`src/rtl/sram_access_ctrl.sv`:
```
// SLC-3 memory-access sequencer for a 1Mx16 async SRAM with an I/O window at IO_ADDR.
// Optional macro ACCESS_COUNT_EN adds the Access_count output (completed-access counter).
module sram_access_ctrl #(
  parameter int unsigned WAIT_CYCLES = 2,
  parameter logic [15:0] IO_ADDR     = 16'hFFFF
) (
  input  logic        Clk,
  input  logic        Reset,
  input  logic        Req,
  input  logic        Write,
  input  logic [15:0] Addr,
  input  logic [15:0] Data_from_CPU,
  input  logic [15:0] Switches,
  input  logic [15:0] Data_from_SRAM,
  output logic [15:0] Data_to_CPU,
  output logic [15:0] Data_to_SRAM,
  output logic        Drive_en,
  output logic [19:0] ADDR,
  output logic        CE,
  output logic        UB,
  output logic        LB,
  output logic        OE,
  output logic        WE,
  output logic        R,
  output logic        Busy,
  output logic [15:0] Hex_out
`ifdef ACCESS_COUNT_EN
  ,
  output logic [15:0] Access_count
`endif
);

  typedef enum logic [1:0] {
    S_IDLE,
    S_SETUP,
    S_ACCESS,
    S_DONE
  } state_t;

  localparam logic [3:0] WAIT_LOAD = 4'(WAIT_CYCLES - 1);

  state_t      state_q, state_d;
  logic [3:0]  cnt_q, cnt_d;
  logic [15:0] addr_q, addr_d;
  logic [15:0] wdata_q, wdata_d;
  logic        write_q, write_d;
  logic        io_hit_q, io_hit_d;
  logic [15:0] rdata_q, rdata_d;
  logic [15:0] hex_q, hex_d;
  logic        ce_n_q, ce_n_d;
  logic        ub_n_q, ub_n_d;
  logic        lb_n_q, lb_n_d;
  logic        oe_n_q, oe_n_d;
  logic        we_n_q, we_n_d;
  logic        drive_q, drive_d;
  logic        r_q, r_d;
  logic        busy_q, busy_d;
  logic        sram_sel;
`ifdef ACCESS_COUNT_EN
  logic [15:0] count_q, count_d;
`endif

  always_comb begin
    state_d  = state_q;
    cnt_d    = cnt_q;
    addr_d   = addr_q;
    wdata_d  = wdata_q;
    write_d  = write_q;
    io_hit_d = io_hit_q;
    rdata_d  = rdata_q;
    hex_d    = hex_q;

    case (state_q)
      S_IDLE: begin
        if (Req) begin
          state_d  = S_SETUP;
          addr_d   = Addr;
          write_d  = Write;
          wdata_d  = Data_from_CPU;
          io_hit_d = (Addr == IO_ADDR);
        end
      end
      S_SETUP: begin
        state_d = S_ACCESS;
        cnt_d   = WAIT_LOAD;
      end
      S_ACCESS: begin
        if (cnt_q == 4'd0) begin
          state_d = S_DONE;
          // Read data and hex writes land on the DONE entry edge, together with R.
          if (!write_q) begin
            rdata_d = io_hit_q ? Switches : Data_from_SRAM;
          end else if (io_hit_q) begin
            hex_d = wdata_q;
          end
        end else begin
          cnt_d = cnt_q - 4'd1;
        end
      end
      default: begin
        state_d = S_IDLE;
      end
    endcase

    // Strobes are decoded from the next state so they come straight off flops.
    sram_sel = ((state_d == S_SETUP) || (state_d == S_ACCESS)) && !io_hit_d;
    ce_n_d   = !sram_sel;
    ub_n_d   = !sram_sel;
    lb_n_d   = !sram_sel;
    oe_n_d   = !(sram_sel && !write_d);
    drive_d  = (state_d == S_ACCESS) && !io_hit_d && write_d;
    we_n_d   = !drive_d;
    r_d      = (state_d == S_DONE);
    busy_d   = (state_d != S_IDLE);
  end

`ifdef ACCESS_COUNT_EN
  always_comb begin
    count_d = count_q;
    if (state_d == S_DONE) begin
      count_d = count_q + 16'd1;
    end
  end
`endif

  always_ff @(posedge Clk) begin
    if (!Reset) begin
      state_q  <= S_IDLE;
      cnt_q    <= 4'd0;
      addr_q   <= 16'h0000;
      wdata_q  <= 16'h0000;
      write_q  <= 1'b0;
      io_hit_q <= 1'b0;
      rdata_q  <= 16'h0000;
      hex_q    <= 16'h0000;
      ce_n_q   <= 1'b1;
      ub_n_q   <= 1'b1;
      lb_n_q   <= 1'b1;
      oe_n_q   <= 1'b1;
      we_n_q   <= 1'b1;
      drive_q  <= 1'b0;
      r_q      <= 1'b0;
      busy_q   <= 1'b0;
`ifdef ACCESS_COUNT_EN
      count_q  <= 16'h0000;
`endif
    end else begin
      state_q  <= state_d;
      cnt_q    <= cnt_d;
      addr_q   <= addr_d;
      wdata_q  <= wdata_d;
      write_q  <= write_d;
      io_hit_q <= io_hit_d;
      rdata_q  <= rdata_d;
      hex_q    <= hex_d;
      ce_n_q   <= ce_n_d;
      ub_n_q   <= ub_n_d;
      lb_n_q   <= lb_n_d;
      oe_n_q   <= oe_n_d;
      we_n_q   <= we_n_d;
      drive_q  <= drive_d;
      r_q      <= r_d;
      busy_q   <= busy_d;
`ifdef ACCESS_COUNT_EN
      count_q  <= count_d;
`endif
    end
  end

  assign Data_to_CPU  = rdata_q;
  assign Data_to_SRAM = wdata_q;
  assign Drive_en     = drive_q;
  assign ADDR         = {4'b0000, addr_q};
  assign CE           = ce_n_q;
  assign UB           = ub_n_q;
  assign LB           = lb_n_q;
  assign OE           = oe_n_q;
  assign WE           = we_n_q;
  assign R            = r_q;
  assign Busy         = busy_q;
  assign Hex_out      = hex_q;
`ifdef ACCESS_COUNT_EN
  assign Access_count = count_q;
`endif

endmodule

```
`config.mk`:
```
export PLATFORM = sky130hd
export DESIGN_NAME = sram_access_ctrl
export DESIGN_NICKNAME = d
export VERILOG_FILES = /design/src/rtl/sram_access_ctrl.sv
export SDC_FILE = /design/constraint.sdc
export NUM_CORES = 1
export LEC_CHECK = 0
export BUFFER_PORTS_ARGS = -buffer_cell sky130_fd_sc_hd__buf_2
export CELL_PAD_IN_SITES_DETAIL_PLACEMENT = 0
export CELL_PAD_IN_SITES_GLOBAL_PLACEMENT = 1
export CORE_MARGIN = 2
export CORE_UTILIZATION = 33
export CTS_BUF_LIST = sky130_fd_sc_hd__clkbuf_16
export DETAILED_ROUTE_END_ITERATION = 8
export PLACE_DENSITY_LB_ADDON = 0.1
export SYNTH_ARGS = -nofsm -noshare
export SYNTH_HDL_FRONTEND = slang
export SYNTH_SLANG_ARGS = --single-unit
```
`constraint.sdc`:
```
create_clock -name Clk -period 2.5 [get_ports Clk]
set_input_delay 0.125 -clock Clk [delete_from_list [all_inputs] [get_ports Clk]]
set_output_delay 0.125 -clock Clk [all_outputs]
set_load 0.05 [all_outputs]
```
==> results.txt, run 1 <==
Yosys warnings = 0
CP max stage cell = ha_1
leading cell types by count after synthesis = dfxtp_1 (78), nand2_1 (70), a21oi_1 (69), o21ai_0 (19), nand3_1 (18)
largest net degree at the start of global routing = 45
flops & latches, synth = 78
crit-path max cell delay = 360 ps
Min-Delay Path Class = input port to flop
maximum VDD drop = 0.4032 mV
flop2flop setup slack = 600 ps
Reg area = 1562 um^2
final core occ = 44.11%
status = completed
sequential-to-total area share from yosys stat = 48.43%
power per cell area = 1183 nW/um^2
CTS Root Cell = clkbuf_16
synth top area cells = dfxtp_1 (48%), a21oi_1 (11%), nand2_1 (8.1%)
asr flop ratio synth = 0%
CTS tree = done
Design Area, Final = 4252 um^2
htree depth = 3
Site Rows = 36
Final #Nets = 573
reg2reg path depth = 6
share of cells above drive strength 1 = 32.73%
final WL = 8870 um
CTS Buf Count = 9
Tmin final = 1901 ps
Hold WS = 22.33 ps
vias in the first global route = 2873
Multi-input gate area = 1444 um^2
initial antenna violation count = 0
Crit path required time = 2730 ps
Yosys top cell area share = 48.43%
Hold Path End = Data_to_SRAM[14]
# hold bufs at CTS = 0
EDFF count, synth = 0
gpl congestion = 0.7448
Max Clk Rate = 0.5260 GHz
Slew @ Worst Pin = 918.7 ps
Synth area leader = dfxtp_1
Starting Density = 33.45%
placed cell area = 3961 um^2
Final Worst Setup Slack = 598.9 ps
first-pass GRT wire length = 14100 um
startpoint types = flop
gr ovfl total = 0
Post-CTS Repair Setup Buffers = 0
relative slew slack = 38.68%
WHS Path Cells = 3
syn avg cell area = 8.668 um^2
fill cell count = 1041
unrepaired setup endpoints after global routing = no
setup TNS = 0 ps
Final Non-Filler Cells = 634
Distinct cells, synth = 36
worst min-delay path startpoint = Data_from_CPU[14]
final setup violation count = 0
Core Box Area = 9639 um^2
RR Endpoint = Data_to_CPU[14]
Top FF cell, synth = dfxtp_1
dpl hpwl = 6290 um
initial drt markers = 89
CTS clk-pin slew, worst paths = 60 ps
DRC = 0
Power, Total = 5.028 mW
num ports = 144
Die Y-Extent = 102.8 um
Synth Instances = 372
Clock Skew = 7.984 ps
clk sinks = 78
later-pin clock latency in the skew report = 330 ps
post-route clock period utilization = 76.04%
CTS max path bufs = 2
dpl ws = 623.5 ps
post-placement cell count = 618
maxcap violations = 0
worst-path cell chain = inv_1 > ha_1 > and4bb_1 > buf_4 > a21oi_1 > a311oi_1
Slew Viols, Final = 0
Final Hold Vio Count = 0
r2r startpoint = state_q[0]
post_cts resized = 0
Overall Global Routing Usage = 17.05%
n_diodes = 0
P&R area growth vs syn = 31.86%
WL/cell = 13.99 um
DRT Pass-1 Iters = 4
via count = 3069
CP endpoint kind = flop
Leakage = 1.830 nW
synthesized area = 3224 um^2
Antenna Nets Post-Route = 0
die area = 10580 um^2
CP arrival = 2130 ps
critical path class = flop to flop
most frequent cell after synthesis = dfxtp_1
# port buffers = 139
Die W = 102.8 um
CP Launch Point = state_q[0]
vias per cell = 4.841
CP max FO = 34
-- layout make-up --
cell class | instances | area share (%)
clock buffers | 9 | 5.297
clock inverters | 7 | 1.530
inverters | 7 | 0.6180
multi-input cells | 252 | 33.96
flip-flops and latches | 78 | 36.73
well taps | 133 | 3.914
repair buffers | 148 | 17.95
-- critical path: cells and delay by family (launching register included) --
kind                       cells  cell delay [ps]
AOI/OAI and AO/OA              2              410
adders and majority gates      1              360
buffers and inverters          2              420
DFF                            1              340
and+or+nand+nor                1              270
-- how the worst max path moves through the flow --
| stage | to | slack, ps | depth (start not counted) |
|---|---|---|---|
| 2_1_floorplan | OE | 610 | 10 |
| 3_3_place_gp | OE | 700 | 8 |
| 3_5_place_dp | OE | 620 | 9 |
| 4_1_cts | OE | 610 | 9 |
| 5_1_grt | OE | 400 | 9 |
| 6_report | Data_to_CPU[14] | 600 | 6 |
-- flip-flops by register name, indices dropped and copies added, names as in the netlist, 2 cells and up --
signal / flops
Data_to_SRAM: 16
state_q: 2
addr_q: 16
Data_to_CPU: 16
Hex_out: 16
cnt_q: 4
-- report_power, final --
group	total, mW	leakage, nW	internal [mW]	switching, mW
combinational	2.11	1.05	0.579	1.53
clock	1.27	0.138	0.766	0.501
sequential	1.65	0.636	1.50	0.151
-- per-layer routing --
layer	GRT usage (%)	routed length [um]	share of wire, %
met5	0	0	0
met4	7.287	135	1.5
met3	3.525	535	6.0
met2	25.99	3953	45
met1	23.49	4246	48
-- cell families after synthesis --
logic type               synth area share [%]
AO/OA/AOI/OAI                           20.37
AND/OR/NAND/NOR                         15.48
flip-flops                              48.43
adder cells (fa/ha/maj)                 3.492
other                                  0.1163
multiplexers                            4.967
buffers and inverters                   7.140
-- placed cells by master (no fill, tap or decap), types with 2 or more instances in the layout --
master      netlist  final
and2_1            4      4
nor2_1            3      3
nand4_1           4      4
ha_1              9      9
nand4b_1          2      2
nand2_1          70     70
o21ai_0          19     19
a311oi_1         16     16
inv_1             6      7
buf_2            10    139
clkinvlp_4        0      2
dfxtp_1          78     78
buf_4             9      9
clkinv_1          0      2
o22ai_1           2      2
conb_1            1      4
nand3b_1          2      2
clkbuf_16         0      9
mux2i_1          16     16
a21oi_1          69     69
nand3_1          18     18
Power figures use the tool's default switching activity.
==> run 2, diff against run 1 <==
--- a/config.mk
+++ b/config.mk
@@ -9,7 +9,7 @@
 export CELL_PAD_IN_SITES_DETAIL_PLACEMENT = 0
 export CELL_PAD_IN_SITES_GLOBAL_PLACEMENT = 1
 export CORE_MARGIN = 2
-export CORE_UTILIZATION = 33
+export CORE_UTILIZATION = 30
 export CTS_BUF_LIST = sky130_fd_sc_hd__clkbuf_16
 export DETAILED_ROUTE_END_ITERATION = 8
 export PLACE_DENSITY_LB_ADDON = 0.1
==> constraint.sdc (replaced) <==
create_clock -name Clk -period 1.7 [get_ports Clk]
set_input_delay 0.085 -clock Clk [delete_from_list [all_inputs] [get_ports Clk]]
set_output_delay 0.085 -clock Clk [all_outputs]
set_load 0.05 [all_outputs]
==> run 2 against run 1 <==
Sequential share of layout area fell by 3.4 points; worst setup slack got worse by 530 ps; via count rose by 4.2%; cell count rose by 6.5%; maximum frequency rose by 17%; clock skew fell by 1.1 ps; die area rose by 9.6%; register-to-register slack got worse by 530 ps; design area rose by 10%; sequential power rose by 46%; first-iteration DRC count fell by 21%; critical path type unchanged; highest routed layer is now met5.
==> results.txt, run 2 (synthesis results as in run 1) <==
Min-Delay Path Class = input port to flop
Seq pwr share = 30.6% (-2.2 points)
CP arrival = 1840 ps (-290 ps)
CTS Buf Count = 9 (unchanged)
unrepaired setup endpoints after global routing = yes
status = completed
maxcap violations = 0 (unchanged)
via count = 3198 (+4.2%)
Leakage = 2.012 nW (+10%)
switching part of the total = 42.65% (-0.82 points)
Final #Nets = 611 (+6.6%)
power per cell area = 1679 nW/um^2 (+42%)
initial antenna violation count = 1 (+1)
Die Y-Extent = 107.7 um (+4.7%)
gpl congestion = 0.7662 (+2.9%)
DRC = 0 (unchanged)
Starting Density = 31.09% (-2.4 points)
most frequent cells in the layout = buf_2 (139), dfxtp_1 (76), nand2_1 (70), a21oi_1 (68), dlygate4sd3_1 (27)
Core Box Area = 10370 um^2 (+7.6%)
Max Clk Rate = 0.6133 GHz (+17%)
post-route clock period utilization = 95.91% (+20 points)
DRT Pass-1 Iters = 4 (unchanged)
final setup violation count = 0 (unchanged)
Clock Skew = 6.899 ps (-1.085 ps)
Net Sw Power = 3.361 mW (+54%)
share of total power in combinational logic = 46.1% (+4.1 points)
CTS tree = done
Overall Global Routing Usage = 15.95% (-1.1 points)
die area = 11590 um^2 (+9.6%)
CP max FO = 4 (-88%)
clk sinks = 78 (unchanged)
CTS max path bufs = 2 (unchanged)
reg2reg path depth = 9 (+3)
dpl ws = 49.70 ps (-573.8 ps)
dpl hpwl = 6349 um (+0.93%)
Design Area, Final = 4695 um^2 (+10%)
CP Launch Point = state_q[0]
setup TNS = 0 ps (unchanged)
placed cell area = 4089 um^2 (+3.2%)
Slew Viols, Final = 0 (unchanged)
Antenna Nets Post-Route = 0 (unchanged)
largest net degree at the start of global routing = 40 (-11%)
num ports = 144 (unchanged)
P&R area growth vs syn = 45.60%
initial drt markers = 70 (-21%)
Crit path required time = 1910 ps (-820 ps)
CTS Root Cell = clkbuf_16
n_diodes = 0 (unchanged)
commonest non-fill, non-tap cell in the layout = buf_2
CTS clk-pin slew, worst paths = 60 ps (about the same)
final WL = 9383 um (+5.8%)
Site Rows = 37 (+2.8%)
maximum VDD drop = 0.6180 mV (+53%)
relative slew slack = 65.82% (+27 points)
Slew @ Worst Pin = 511.5 ps (-407.3 ps)
flop2flop setup slack = 70 ps (-530 ps)
vias in the first global route = 3042 (+5.9%)
vias per cell = 4.738 (-2.1%)
WL/cell = 13.90 um (-0.64%)
Die W = 107.7 um (+4.7%)
Clock power frac = 23.3% (-1.9 points)
critical path class = flop to flop
Final Hold Vio Count = 0 (unchanged)
Final Worst Setup Slack = 69.58 ps (-529.3 ps)
startpoint types = flop
RR Endpoint = OE
later-pin clock latency in the skew report = 330 ps (about the same)
r2r startpoint = state_q[0]
# port buffers = 139 (unchanged)
first-pass GRT wire length = 14590 um (+3.4%)
share of cells above drive strength 1 = 34.69% (+2.0 points)
final core occ = 45.27% (+1.2 points)
Worst Setup EP = OE
htree depth = 3 (unchanged)
Int Power = 4.520 mW (+59%)
CP endpoint kind = flop
gr ovfl total = 0 (unchanged)
Tmin final = 1630 ps (-270.7 ps)
-- run 2: cell count changes in the layout (fill, tap and decap cells not counted), sizes merged --
cell	before	now
buf	148	159
dlygate4sd3	0	27
clkinvlp	2	1
clkinv	2	3
-- run 2: metrics by stage --
stage / instances / total power, mW / hold slack [ps]
2_1_floorplan: 375 / 5.039 / 206.7
3_3_place_gp: 627 / 5.812 / 324.9
3_5_place_dp: 627 / 5.851 / 331.9
4_1_cts: 670 / 7.777 / 1.541
5_1_grt: 675 / 8.362 / 28.54
6_report: 675 / 7.881 / 9.073
-- run 2: critical path: stages, from the launching register on --
cell and delay (ps):
dfxtp_2 330, inv_4 70, ha_4 150, and2_4 150, o22ai_4 60, a21o_1 190
ha_1 280, nand2_1 50, a21oi_2 110, o211ai_1 100
-- run 2: timing repair --
| item | CTS | global route |
|---|---|---|
| setup endpoints to repair | 0 | 5 |
| endpoints found under the hold margin | 27 | 0 |
| hold buffers | 27 | 0 |
| gates resized for setup | 0 | 5 |
| setup buffers | 0 | 5 |
-- run 2: worst min-delay path by stage --
stage | start | cells after the start | slack [ps] | end
2_1_floorplan | Reset | 1 | 210 | R
3_5_place_dp | Data_from_CPU[14] | 3 | 330 | Data_to_SRAM[14]
3_3_place_gp | Data_from_CPU[8] | 3 | 320 | Data_to_SRAM[8]
5_1_grt | Addr[2] | 3 | 30 | addr_q[2]
4_1_cts | Addr[2] | 3 | 2 | addr_q[2]
6_report | Addr[12] | 3 | 9 | addr_q[12]
-- run 2: final cells by class --
class / instances / area [um^2]
multi-input combinational: 252 / 1508
sequential: 78 / 1564
clock inverter: 7 / 57.56
fill: 1087 / 5675
inverter: 7 / 28.78
tap: 136 / 170.2
timing repair buffer: 186 / 1141
clock buffer: 9 / 225.2
-- run 2: power groups by stage --
| stage | sequential [mW] | clock (mW) | combinational [mW] |
|---|---|---|---|
| floorplan | 3.49 | 0 | 1.55 |
| global placement | 2.44 | 0 | 3.38 |
| detailed placement | 2.44 | 0 | 3.41 |
| CTS | 2.41 | 1.89 | 3.48 |
| global route | 2.46 | 1.97 | 3.93 |
| finish | 2.41 | 1.84 | 3.63 |
-- run 2: per-layer routing --
| metal | wire length, um | part of all wire [%] | track usage, % | vias to the layer above |
|---|---|---|---|---|
| li1 | - | - | - | 1622 |
| met5 | 7 | 0.075 | 0 | - |
| met1 | 4192 | 45 | 19.58 | 1485 |
| met3 | 558 | 5.9 | 4.116 | 13 |
| met4 | 123 | 1.3 | 6.593 | 2 |
| met2 | 4500 | 48 | 26.46 | 76 |
==> run 3, diff against run 2 <==
--- a/config.mk
+++ b/config.mk
@@ -7,10 +7,9 @@
 export LEC_CHECK = 0
 export BUFFER_PORTS_ARGS = -buffer_cell sky130_fd_sc_hd__buf_2
 export CELL_PAD_IN_SITES_DETAIL_PLACEMENT = 0
-export CELL_PAD_IN_SITES_GLOBAL_PLACEMENT = 1
+export CELL_PAD_IN_SITES_GLOBAL_PLACEMENT = 2
 export CORE_MARGIN = 2
-export CORE_UTILIZATION = 30
-export CTS_BUF_LIST = sky130_fd_sc_hd__clkbuf_16
+export CORE_UTILIZATION = 23
 export DETAILED_ROUTE_END_ITERATION = 8
 export PLACE_DENSITY_LB_ADDON = 0.1
 export SYNTH_ARGS = -nofsm -noshare
==> constraint.sdc (replaced) <==
create_clock -name Clk -period 1.7 [get_ports Clk]
set_input_delay 0.085 -clock Clk [delete_from_list [all_inputs] [get_ports Clk]]
set_output_delay 0.085 -clock Clk [all_outputs]
set_load 0.02 [all_outputs]
==> run 3 against run 2 <==
Design area up 2.0%; sequential power barely moved; cell count up 6.2%; clock skew fell by 1.6 ps; hold slack gained 4.3 ps; critical path depth is the same; first-iteration DRC count up 110%; combinational power shrank 22%; via count increased by 0.66%; critical path type unchanged; largest cell class unchanged; largest power group unchanged.
==> results.txt, run 3 (synthesis results as in run 1) <==
relative slew slack = 66.05% (+0.23 points)
Max Clk Rate = 0.6107 GHz (-0.43%)
via count = 3219 (+0.66%)
P&R area growth vs syn = 48.47%
startpoint types = flop
dpl hpwl = 6866 um (+8.2%)
share of cells above drive strength 1 = 34.08% (-0.62 points)
vias per cell = 4.490 (-5.2%)
commonest non-fill, non-tap cell in the layout = buf_2
later-pin clock latency in the skew report = 330 ps (about the same)
placed cell area = 4154 um^2 (+1.6%)
Final #Nets = 610 (-0.16%)
Slew Viols, Final = 0 (unchanged)
DRT Pass-1 Iters = 4 (unchanged)
fill cell count = 1473 (+36%)
Site Rows = 43 (+16%)
maxcap violations = 0 (unchanged)
die area = 14980 um^2 (+29%)
Multi-input gate area = 1510 um^2 (+0.17%)
Reg area = 1567 um^2 (+0.16%)
num ports = 144 (unchanged)
CP max FO = 3 (-1)
CTS Root Cell = clkbuf_16
post-placement cell count = 669 (+6.7%)
Die W = 122.4 um (+14%)
first-pass GRT wire length = 15550 um (+6.6%)
Final Hold Vio Count = 0 (unchanged)
Starting Density = 23.41% (-7.7 points)
vias in the first global route = 3026 (-0.53%)
CTS tree = done
Core Box Area = 13770 um^2 (+33%)
CP endpoint kind = flop
gpl congestion = 0.7044 (-8.1%)
Slew @ Worst Pin = 508.0 ps (-3.493 ps)
gr ovfl total = 0 (unchanged)
final WL = 10030 um (+6.9%)
clk sinks = 78 (unchanged)
htree depth = 3 (unchanged)
critical path class = flop to flop
status = completed
Leakage = 2.018 nW (+0.29%)
Clock Skew = 5.314 ps (-1.585 ps)
CTS clk-pin slew, worst paths = 60 ps (about the same)
Min-Delay Path Class = input port to flop
initial drt markers = 150 (+110%)
# port buffers = 139 (unchanged)
Overall Global Routing Usage = 13.37% (-2.6 points)
Design Area, Final = 4787 um^2 (+2.0%)
CTS Buf Count = 9 (unchanged)
WL/cell = 13.99 um (+0.62%)
Final Non-Filler Cells = 717 (+6.2%)
final setup violation count = 0 (unchanged)
CP arrival = 1850 ps (about the same)
Tmin final = 1637 ps (+6.966 ps)
power per cell area = 1491 nW/um^2 (-11%)
Antenna Nets Post-Route = 0 (unchanged)
largest net degree at the start of global routing = 42 (+5.0%)
Buf/Inv on CP = 1 (unchanged)
crit-path max cell delay = 360 ps (+30 ps)
CP max stage cell = dfxtp_4
DRC = 0 (unchanged)
n_diodes = 0 (unchanged)
CP top delay family = compound AO/OA/AOI/OAI gates
maximum VDD drop = 0.5863 mV (-5.1%)
most frequent cells in the layout = buf_2 (139), dfxtp_1 (76), nand2_1 (70), a21oi_1 (68), dlygate4sd3_1 (30)
CTS max path bufs = 2 (unchanged)
flop2flop setup slack = 60 ps (about the same)
initial antenna violation count = 0 (-1)
Die Y-Extent = 122.4 um (+14%)
Crit path required time = 1910 ps (about the same)
worst-path cell chain = inv_4 > ha_4 > and2_4 > o22ai_2 > a21o_1 > ha_1 > nand2_1 > a21oi_2 > o211ai_1
post-route clock period utilization = 96.32% (+0.41 points)
[run 3: changes by cell type in the layout (fill, tap and decap cells not counted), moves of 2 or more]
| cell | previous run | this run |
|---|---|---|
| clkbuf_1 | 0 | 2 |
| buf_4 | 18 | 12 |
| clkinv_1 | 2 | 0 |
| clkbuf_8 | 0 | 4 |
| dlygate4sd3_1 | 27 | 30 |
| buf_12 | 2 | 4 |
| inv_2 | 3 | 1 |
[run 3: final cells by class]
type                       instances  share of cell area, %
inverter                           7                 0.6534
multi-input combinational        252                  31.55
timing repair buffer             185                  24.36
clock buffer                      15                  6.012
tap                              180                  4.705
sequential                        78                  32.72
[run 3: timing repair]
action                                  in CTS  in global routing
hold buffers                                30                  0
gates resized for setup                      0                  7
endpoints found under the hold margin       30                  0
setup buffers                                0                  3
endpoints found under the setup margin       0                  5
[run 3: worst reg2reg max path, stage by stage, from the launching register on]
cell and delay [ps]:
dfxtp_4 360, inv_4 60, ha_4 130, and2_4 140
o22ai_2 90, a21o_1 190, ha_1 280, nand2_1 50
a21oi_2 120, o211ai_1 90
[run 3: per-stage QoR]
step	worst slack (ps)	utilization, %	setup TNS (ps)	hold WS (ps)	total power [mW]
final	62.61	34.76	0	13.38	7.138
after global routing	-16.59	34.76	-16.59	8.236	7.654
after CTS	17.33	34.43	0	2.096	7.130
after detailed placement	26.94	30.16	0	332.3	5.171
after global placement	65.36	30.16	0	326.8	5.156
after floorplan	-29.55	-	-52.72	206.7	4.313
[run 3: report_power, final]
group	internal, mW	switching, mW
clock	1.14	0.714
combinational	1.17	1.67
sequential	2.21	0.226
[run 3: worst paths after layout]
| kind | startpoint | endpoint | cells past startpoint |
|---|---|---|---|
| hold reg to reg | addr_q[10] | addr_q[10] | 2 |
| hold / removal | Addr[3] | addr_q[3] | 3 |
| setup reg to reg | state_q[1] | OE | 9 |
| setup / recovery | state_q[1] | OE | 9 |
[run 3: routing by layer]
layer	vias up	track usage, %	routed length [um]
met5	-	0	0
met4	0	4.095	91
met3	7	5.065	675
met2	87	21.39	4652
met1	1502	16.68	4609
li1	1623	-	-
